`config.mk`:
```
export PLATFORM = sky130hd
export DESIGN_NAME = vga_timing_ctrl
export DESIGN_NICKNAME = d
export VERILOG_FILES = /design/src/rtl/vga_timing_pkg.sv /design/src/rtl/vga_sig_delay.sv /design/src/rtl/vga_timing_ctrl.sv
export SDC_FILE = /design/constraint.sdc
export NUM_CORES = 1
export LEC_CHECK = 0
export CORE_ASPECT_RATIO = 0.7
export CORE_MARGIN = 2
export CORE_UTILIZATION = 51
export CTS_CLUSTER_DIAMETER = 150
export DETAILED_ROUTE_END_ITERATION = 8
export PLACE_DENSITY_LB_ADDON = 0.3
export SETUP_SLACK_MARGIN = 0.2
export SLEW_MARGIN = 20
export SYNTH_ARGS = -nofsm -noshare
export SYNTH_HDL_FRONTEND = slang
export SYNTH_SLANG_ARGS = --single-unit
```
`constraint.sdc`:
```
create_clock -name vga_clk -period 3.4 [get_ports vga_clk]
set_input_delay 0.85 -clock vga_clk [delete_from_list [all_inputs] [get_ports vga_clk]]
set_output_delay 0.85 -clock vga_clk [all_outputs]
set_load 0.005 [all_outputs]
```
`src/rtl/vga_timing_pkg.sv`:
```
// Shared VGA 640x480@60 timing constants and helpers for the display-side blocks.
package vga_timing_pkg;

  localparam int CNT_W   = 12;
  localparam int COORD_W = 10;
  localparam int PIX_W   = 24;

  typedef logic [CNT_W-1:0]   cnt_t;
  typedef logic [COORD_W-1:0] coord_t;
  typedef logic [PIX_W-1:0]   pix_t;

  localparam int H_SYNC_DEF   = 96;
  localparam int H_BACK_DEF   = 48;
  localparam int H_ACTIVE_DEF = 640;
  localparam int H_FRONT_DEF  = 16;
  localparam int V_SYNC_DEF   = 2;
  localparam int V_BACK_DEF   = 33;
  localparam int V_ACTIVE_DEF = 480;
  localparam int V_FRONT_DEF  = 10;

  function automatic int span_total(input int sync, input int back, input int active, input int front);
    return sync + back + active + front;
  endfunction

  function automatic int act_first(input int sync, input int back);
    return sync + back;
  endfunction

  function automatic int act_last(input int sync, input int back, input int active);
    return sync + back + active - 1;
  endfunction

  localparam int H_TOTAL_DEF     = span_total(H_SYNC_DEF, H_BACK_DEF, H_ACTIVE_DEF, H_FRONT_DEF);
  localparam int V_TOTAL_DEF     = span_total(V_SYNC_DEF, V_BACK_DEF, V_ACTIVE_DEF, V_FRONT_DEF);
  localparam int H_ACT_FIRST_DEF = act_first(H_SYNC_DEF, H_BACK_DEF);
  localparam int H_ACT_LAST_DEF  = act_last(H_SYNC_DEF, H_BACK_DEF, H_ACTIVE_DEF);
  localparam int V_ACT_FIRST_DEF = act_first(V_SYNC_DEF, V_BACK_DEF);
  localparam int V_ACT_LAST_DEF  = act_last(V_SYNC_DEF, V_BACK_DEF, V_ACTIVE_DEF);

  // Pin-side control bundle; syncs are active-low so idle means high.
  typedef struct packed {
    logic hsync;
    logic vsync;
    logic de;
    logic frame;
  } ctl_t;

  localparam ctl_t CTL_IDLE = '{hsync: 1'b1, vsync: 1'b1, de: 1'b0, frame: 1'b0};

endpackage

```
`src/rtl/vga_sig_delay.sv`:
```
// Fixed-depth shift register with async active-high clear to a chosen value.
module vga_sig_delay #(
  parameter int            W       = 1,
  parameter int            DEPTH   = 1,
  parameter logic [W-1:0]  CLR_VAL = '0
) (
  input  logic         clk,
  input  logic         clr,
  input  logic [W-1:0] d,
  output logic [W-1:0] q
);

  logic [W-1:0] stage [DEPTH];

  always_ff @(posedge clk or posedge clr) begin
    if (clr) begin
      for (int i = 0; i < DEPTH; i++) stage[i] <= CLR_VAL;
    end else begin
      stage[0] <= d;
      for (int i = 1; i < DEPTH; i++) stage[i] <= stage[i-1];
    end
  end

  assign q = stage[DEPTH-1];

endmodule

```
`src/rtl/vga_timing_ctrl.sv`:
```
// VGA raster timing: counters drive pixel requests; syncs/de are delayed to meet
// the returning pixel data so everything lands on the pins together.
module vga_timing_ctrl
  import vga_timing_pkg::*;
#(
  parameter int H_SYNC   = H_SYNC_DEF,
  parameter int H_BACK   = H_BACK_DEF,
  parameter int H_ACTIVE = H_ACTIVE_DEF,
  parameter int H_FRONT  = H_FRONT_DEF,
  parameter int V_SYNC   = V_SYNC_DEF,
  parameter int V_BACK   = V_BACK_DEF,
  parameter int V_ACTIVE = V_ACTIVE_DEF,
  parameter int V_FRONT  = V_FRONT_DEF,
  parameter int PIX_LAT  = 1
) (
  input  logic               vga_clk,
  input  logic               rst,
  input  logic [PIX_W-1:0]   pos_data,
  output logic [COORD_W-1:0] pos_x,
  output logic [COORD_W-1:0] pos_y,
  output logic               pix_req,
  output logic               hsync,
  output logic               vsync,
  output logic               de,
  output logic [PIX_W-1:0]   rgb,
  output logic               frame_start
);

  localparam int   H_TOTAL  = span_total(H_SYNC, H_BACK, H_ACTIVE, H_FRONT);
  localparam int   V_TOTAL  = span_total(V_SYNC, V_BACK, V_ACTIVE, V_FRONT);
  localparam cnt_t H_LAST   = cnt_t'(H_TOTAL - 1);
  localparam cnt_t V_LAST   = cnt_t'(V_TOTAL - 1);
  localparam cnt_t H_A_LO   = cnt_t'(act_first(H_SYNC, H_BACK));
  localparam cnt_t H_A_HI   = cnt_t'(act_last(H_SYNC, H_BACK, H_ACTIVE));
  localparam cnt_t V_A_LO   = cnt_t'(act_first(V_SYNC, V_BACK));
  localparam cnt_t V_A_HI   = cnt_t'(act_last(V_SYNC, V_BACK, V_ACTIVE));
  localparam cnt_t H_S_END  = cnt_t'(H_SYNC);
  localparam cnt_t V_S_END  = cnt_t'(V_SYNC);

  cnt_t cnt_h;
  cnt_t cnt_v;
  logic h_act;
  logic v_act;
  ctl_t raw;
  ctl_t dly;

  always_ff @(posedge vga_clk or posedge rst) begin
    if (rst) begin
      cnt_h <= '0;
      cnt_v <= '0;
    end else if (cnt_h == H_LAST) begin
      cnt_h <= '0;
      cnt_v <= (cnt_v == V_LAST) ? '0 : cnt_v + cnt_t'(1);
    end else begin
      cnt_h <= cnt_h + cnt_t'(1);
    end
  end

  assign h_act   = (cnt_h >= H_A_LO) && (cnt_h <= H_A_HI);
  assign v_act   = (cnt_v >= V_A_LO) && (cnt_v <= V_A_HI);
  assign pix_req = h_act && v_act;
  assign pos_x   = pix_req ? coord_t'(cnt_h - H_A_LO) : '0;
  assign pos_y   = pix_req ? coord_t'(cnt_v - V_A_LO) : '0;

  always_comb begin
    raw       = CTL_IDLE;
    raw.hsync = (cnt_h >= H_S_END);
    raw.vsync = (cnt_v >= V_S_END);
    raw.de    = pix_req;
    raw.frame = (cnt_h == '0) && (cnt_v == '0);
  end

  // Matches the pixel source latency so de lines up with the returned pos_data.
  vga_sig_delay #(
    .W      ($bits(ctl_t)),
    .DEPTH  (PIX_LAT),
    .CLR_VAL(CTL_IDLE)
  ) u_ctl_dly (
    .clk(vga_clk),
    .clr(rst),
    .d  (raw),
    .q  (dly)
  );

  always_ff @(posedge vga_clk or posedge rst) begin
    if (rst) begin
      hsync       <= 1'b1;
      vsync       <= 1'b1;
      de          <= 1'b0;
      frame_start <= 1'b0;
      rgb         <= '0;
    end else begin
      hsync       <= dly.hsync;
      vsync       <= dly.vsync;
      de          <= dly.de;
      frame_start <= dly.frame;
      rgb         <= dly.de ? pos_data : '0;
    end
  end

endmodule

```
==> results of run 1 <==
-- sequential cells by signal (all words and copies together) (netlist names) --
name         cells
cnt_h           12
de               1
vsync            1
hsync            1
rgb             24
u_ctl_dly.q      4
cnt_v           12
frame_start      1
-- worst max path at each step --
stage,start,end,slack [ps]
final,cnt_h[1]$_DFF_PP0_,pos_x[2],200
after global routing,cnt_h[1]$_DFF_PP0_,pos_y[0],100
after CTS,cnt_h[1]$_DFF_PP0_,pos_y[2],20
after detailed placement,cnt_h[5]$_DFF_PP0_,pos_x[7],40
after global placement,cnt_h[0]$_DFF_PP0_,pos_x[9],190
after floorplan,cnt_h[4]$_DFF_PP0_,pos_x[6],860
-- worst max-delay path, cell delays in order (launching register included) --
cell and delay, ps:
dfrtp_1 450, inv_2 110, ha_4 130, nor3b_4 190
nand3_1 110, a311o_2 470, buf_8 170, buf_6 110
nor3b_2 160, buf_2 140
-- layout make-up --
type / count / area share
Multi-Input combinational cell: 183 / 0.358
Sequential cell: 56 / 0.356
Timing Repair Buffer: 102 / 0.225
Tap cell: 75 / 0.0237
Clock buffer: 6 / 0.0183
Clock inverter: 2 / 0.00978
Inverter: 10 / 0.00946
-- metrics by stage --
| step | setup slack (ps) | utilization | hold WS [ps] |
|---|---|---|---|
| floorplan | 856 | - | 331 |
| global placement | 189 | 0.665 | 337 |
| detailed placement | 44.5 | 0.665 | 347 |
| CTS | 19.4 | 0.700 | 356 |
| global route | 99.4 | 0.703 | 365 |
| finish | 197 | 0.703 | 354 |
-- layout by cell type, fill, tap and decap left out, types with 2 or more instances in the layout --
cell type        synthesis  final
and3_1                  12     12
o21bai_1                 2      2
nor2_1                  15     14
nor3_4                   1      2
inv_2                    0      3
or3_1                    2      2
nor3_1                   2      2
buf_2                   11     14
dfstp_2                  4      4
o21ai_0                  7      7
buf_6                    4      7
nand3_1                 10     10
nor2b_1                  5      5
clkdlybuf4s50_1          0     53
and2_1                  27     27
inv_1                   10      7
dfrtp_1                 52     49
xor2_1                   4      4
o21a_1                   2      2
buf_4                    2     19
clkbuf_2                 0      7
and4_1                   3      3
nor3b_2                  4      4
xnor2_1                 17     17
clkbuf_8                 0      5
nor3_2                  15     14
ha_2                     0      2
a22o_1                   5      5
a21oi_1                  6      6
nand4_1                  5      5
nor4_1                   3      2
nand2_1                  8      8
ha_1                    10      7
dfrtp_2                  0      3
-- cells by family after synthesis --
group / share of synthesized area
and+or+nand+nor: 0.266
xor gates and xnor gates: 0.0628
AOI/OAI and AO/OA: 0.0829
muxes: 0.0111
adders and majority gates: 0.0427
buffers and inverters: 0.0547
DFF: 0.480
-- report_power, final --
part	switching, mW	leakage [nW]	total (mW)	internal [mW]
Clock	0.216	0.0558	0.439	0.223
Sequential	0	0.750	0.666	0.666
Combinational	0.0160	1.04	0.0423	0.0263
-- repair_timing --
item / in CTS / in global routing
endpoints found under the setup margin: 21 / 21
pin swaps: 2 / 12
setup buffers: 11 / 4
resized for setup: 44 / 59
endpoints found under the hold margin: 0 / 0
-- layer usage --
layer	share of wire	vias up	track usage	wire length [um]
met1	0.46	1084	0.336	3140
met5	0	-	0	0
li1	-	1091	-	-
met4	0.0083	0	0.0507	56
met2	0.47	74	0.346	3210
met3	0.052	6	0.0413	352
==> flow_summary.ini, run 1 <==
[outcome]
status = complete, no violations

[drt]
finalWirelength_mm = 6.76
drt-initial-drc-count = 164
vias = 2255
drc_errors = 0
ant_nets = 0
drt_pass1_iterations = 4
wl_per_cell_um = 15.6
viasPerCell = 5.20

[placed_design]
dp_cells = 411
hpwl_mm = 4.87
io_buffers = 74
gp_congestion = 0.899
place_area_um2 = 3750

[sta]
tightest_slew_ps = 672
hold_violations = 0
finalSetupTns_ps = 0
relSlewSlack = 0.552
finalSetupViolCount = 0
fmax_mhz = 312
drv_slew = 0
period_minus_slack_ps = 3200
rsz0062_at_grt = true
fin_crit_sh = 0.942
fin_skew_ps = 5.76

[layout]
register_area_um2 = 1410
drive_gt1_frac = 0.279
finalInstanceArea_um2 = 3970
fin_cells = 434
multi_input_area_um2 = 1420
diodes = 0
fill_cells = 418
synthToLayoutAreaGrowth_pct = 35.4
fin_nets = 394

[cts]
cts-root-buf = clkbuf_8
postCtsHoldBufs = 0
numCtsBuffers = 5
htreeDepth = 2
cts_tree = yes
clockBufferDepth = 2
path_clk_slew_ps = 100
cts_sinks = 56
clk_latency_ps = 310

[synthesis]
yosysWarnings = 0
synth_edf_count = 0
synth_commonest_cells = dfrtp_1, and2_1, xnor2_1
ys_types = 46
synth_top_area_share = 0.444
syn-num-nets = 304
synth.most_common_cell = dfrtp_1
avgSynthCellArea_um2 = 10.9
ys_seq_area_frac = 0.480
ys_ff_latch = 56
synthArstFlopShare = 1.00
synthFlopType = dfrtp_1
synthTopCellsByArea = dfrtp_1, and2_1, nor3_2
synth_top_area_cell = dfrtp_1
syn_area_um2 = 2930
syn_inst = 268

[global_route]
grt.total_usage = 0.225
grt_pass1_wl_mm = 11.0
global_route.overflow_total = 0
antenna_found_initial = 0
first_global_vias = 2142
grt_max_degree = 28

[power_and_ir_drop]
p_leak_nw = 1.84
vdd_drop_max_mv = 0.189
power_mw = 1.15
power_density_nw_per_um2 = 289

[worst_setup_path]
worstReg2RegStart = cnt_h[6]$_DFF_PP0_
cp.required_ps = 2550
worstPathMaxFanout = 7
reg2reg_depth = 5
r2r-end = cnt_v[11]$_DFFE_PP0N_
end_kind = primary output
r2r_setup_slack_ps = 1110
crit_type = register to primary output
startpoint_type = register
arrival_ps = 2350

[floorplanning]
die_area_um2 = 6380
die_h_um = 67.4
die_w_um = 94.6
rows = 23
start_util = 0.519
core_area_um2 = 5640
ios = 75

[min_path]
holdPathEnd = hsync$_DFF_PP1_
min_path_cells = 0
hold_class = register to register
worstHoldStart = u_ctl_dly.q[3]$_DFF_PP1_

[run]
maxCapViolCount = 0
Power figures use the tool's default switching activity.
==> run 2: changes to the inputs <==
--- a/config.mk
+++ b/config.mk
@@ -10,6 +10,7 @@
 export CORE_UTILIZATION = 51
 export CTS_CLUSTER_DIAMETER = 150
 export DETAILED_ROUTE_END_ITERATION = 8
+export MAX_ROUTING_LAYER = met4
 export PLACE_DENSITY_LB_ADDON = 0.3
 export SETUP_SLACK_MARGIN = 0.2
 export SLEW_MARGIN = 20
==> flow_summary.ini, run 2 (synthesis results as in run 1) <==
[outcome]
status = complete, no violations

[floorplanning]
core_area_um2 = 5640
start_util = 0.519
rows = 23
die_h_um = 67.4
die_area_um2 = 6380
ios = 75
die_w_um = 94.6

[global_route]
grt.total_usage = 0.232
antenna_found_initial = 0
grt_max_degree = 28
first_global_vias = 2150
grt_pass1_wl_mm = 11.0
global_route.overflow_total = 0

[drt]
drt_pass1_iterations = 4
drt-initial-drc-count = 165
drc_errors = 0
finalWirelength_mm = 6.82
viasPerCell = 5.23
ant_nets = 0
wl_per_cell_um = 15.7
vias = 2271

[cts]
path_clk_slew_ps = 100
cts-root-buf = clkbuf_8
clockBufferDepth = 2
cts_tree = yes
htreeDepth = 2
postCtsHoldBufs = 0
numCtsBuffers = 5
cts_sinks = 56
clk_latency_ps = 310

[placed_design]
place_area_um2 = 3750
gp_congestion = 0.914
io_buffers = 74
hpwl_mm = 4.87

[run]
maxCapViolCount = 0

[worst_setup_path]
worstPathMaxFanout = 7
cp.required_ps = 2550
crit_type = register to primary output
startpoint_type = register
crit_chain = inv_2, ha_4, nor3b_4, nand3_1, a311o_2, buf_8, buf_6, nor3b_2, buf_2
slowest_delay_ps = 480
arrival_ps = 2370
critPathTopFamily = buffers and inverters
critPathBufInv = 4
end_kind = primary output
crit_slowest_cell = a311o_2

[sta]
fmax_mhz = 311
hold_ws_ps = 355
fin_skew_ps = 5.32
tightest_slew_ps = 682
finalSetupViolCount = 0
period_minus_slack_ps = 3220
rsz0062_at_grt = true
fin_crit_sh = 0.946
relSlewSlack = 0.545
drv_slew = 0
hold_violations = 0
finalSetupTns_ps = 0

[layout]
final_common_cell = clkdlybuf4s50_1
top_regs = rgb (24), cnt_h (12), cnt_v (12)
finalInstanceArea_um2 = 3970
diodes = 0
top_register = rgb
synthToLayoutAreaGrowth_pct = 35.4
fin_nets = 394
final_cell_mix = clkdlybuf4s50_1, dfrtp_1, and2_1, buf_4, xnor2_1
drive_gt1_frac = 0.279
largest_reg_flops = 24
fill_cells = 418

[power_and_ir_drop]
pwr-share-clk = 0.382
power_frac_seq = 0.581
p_leak_nw = 1.84
switchingPower_mw = 0.231
power_density_nw_per_um2 = 289
vdd_drop_max_mv = 0.189
netSwitchingFraction = 0.202
p_comb_frac = 0.037
internal_power_mw = 0.915

[min_path]
hold_class = register to register
## run 2: cell counts in the layout (fill, tap and decap cells not counted)
Identical to the previous run, type by type.
## run 2: worst paths after layout
| path | cells after the start | start | slack (ps) | to |
|---|---|---|---|---|
| max in group asynchronous | 3 | rst | 1820 | vsync$_DFF_PP1_ |
| min | 0 | u_ctl_dly.q[3]$_DFF_PP1_ | 350 | hsync$_DFF_PP1_ |
| min reg2reg | 0 | u_ctl_dly.q[3]$_DFF_PP1_ | 350 | hsync$_DFF_PP1_ |
| max | 9 | cnt_h[1]$_DFF_PP0_ | 180 | pos_x[2] |
| max reg2reg | 5 | cnt_h[6]$_DFF_PP0_ | 1100 | cnt_v[11]$_DFFE_PP0N_ |
| min in group asynchronous | 2 | rst | 910 | rgb[16]$_DFF_PP0_ |
## run 2: final cells by class
cell class / instances / area [um^2] / share of cell area
clock buffer: 6 / 72.6 / 0.0183
clock inverter: 2 / 38.8 / 0.00978
inverter: 10 / 37.5 / 0.00946
multi-input combinational: 183 / 1420 / 0.358
sequential: 56 / 1410 / 0.356
tap: 75 / 93.8 / 0.0237
timing repair buffer: 102 / 892 / 0.225
## run 2: timing repair
action	CTS	global route
pin swaps	2	12
gates cloned	0	0
setup buffers	11	4
setup endpoints to repair	21	21
hold endpoints to repair	0	0
gates resized for setup	44	59
## run 2: metal layers
layer	global-route usage	routed length, um
met1	0.335	3170
met2	0.346	3180
met3	0.0402	390
met4	0.0507	75
met5	-	0
## run 2: power by group through the flow
stage	clock, mW	combinational (mW)	sequential, mW
finish	0.438	0.0424	0.666
CTS	0.450	0.0438	0.666
detailed placement	0	0.0434	0.679
global placement	0	0.0427	0.679
global route	0.474	0.0476	0.666
floorplan	0	0.00970	0.679
## run 2: per-stage QoR
| step | std cells | util | setup WS [ps] | power [mW] |
|---|---|---|---|---|
| 2_1_floorplan | 268 | - | 856 | 0.688 |
| 3_3_place_gp | 411 | 0.665 | 189 | 0.721 |
| 3_5_place_dp | 411 | 0.665 | 44.5 | 0.722 |
| 4_1_cts | 430 | 0.700 | 19.4 | 1.16 |
| 5_1_grt | 434 | 0.703 | 99.4 | 1.19 |
| 6_report | 434 | 0.703 | 183 | 1.15 |
## run 2: worst register-to-register path, stage by stage (launching register included)
cell	delay, ps
dfrtp_1	460
buf_4	190
nor4_1	350
and3_1	670
nand4_1	180
mux2_1	340
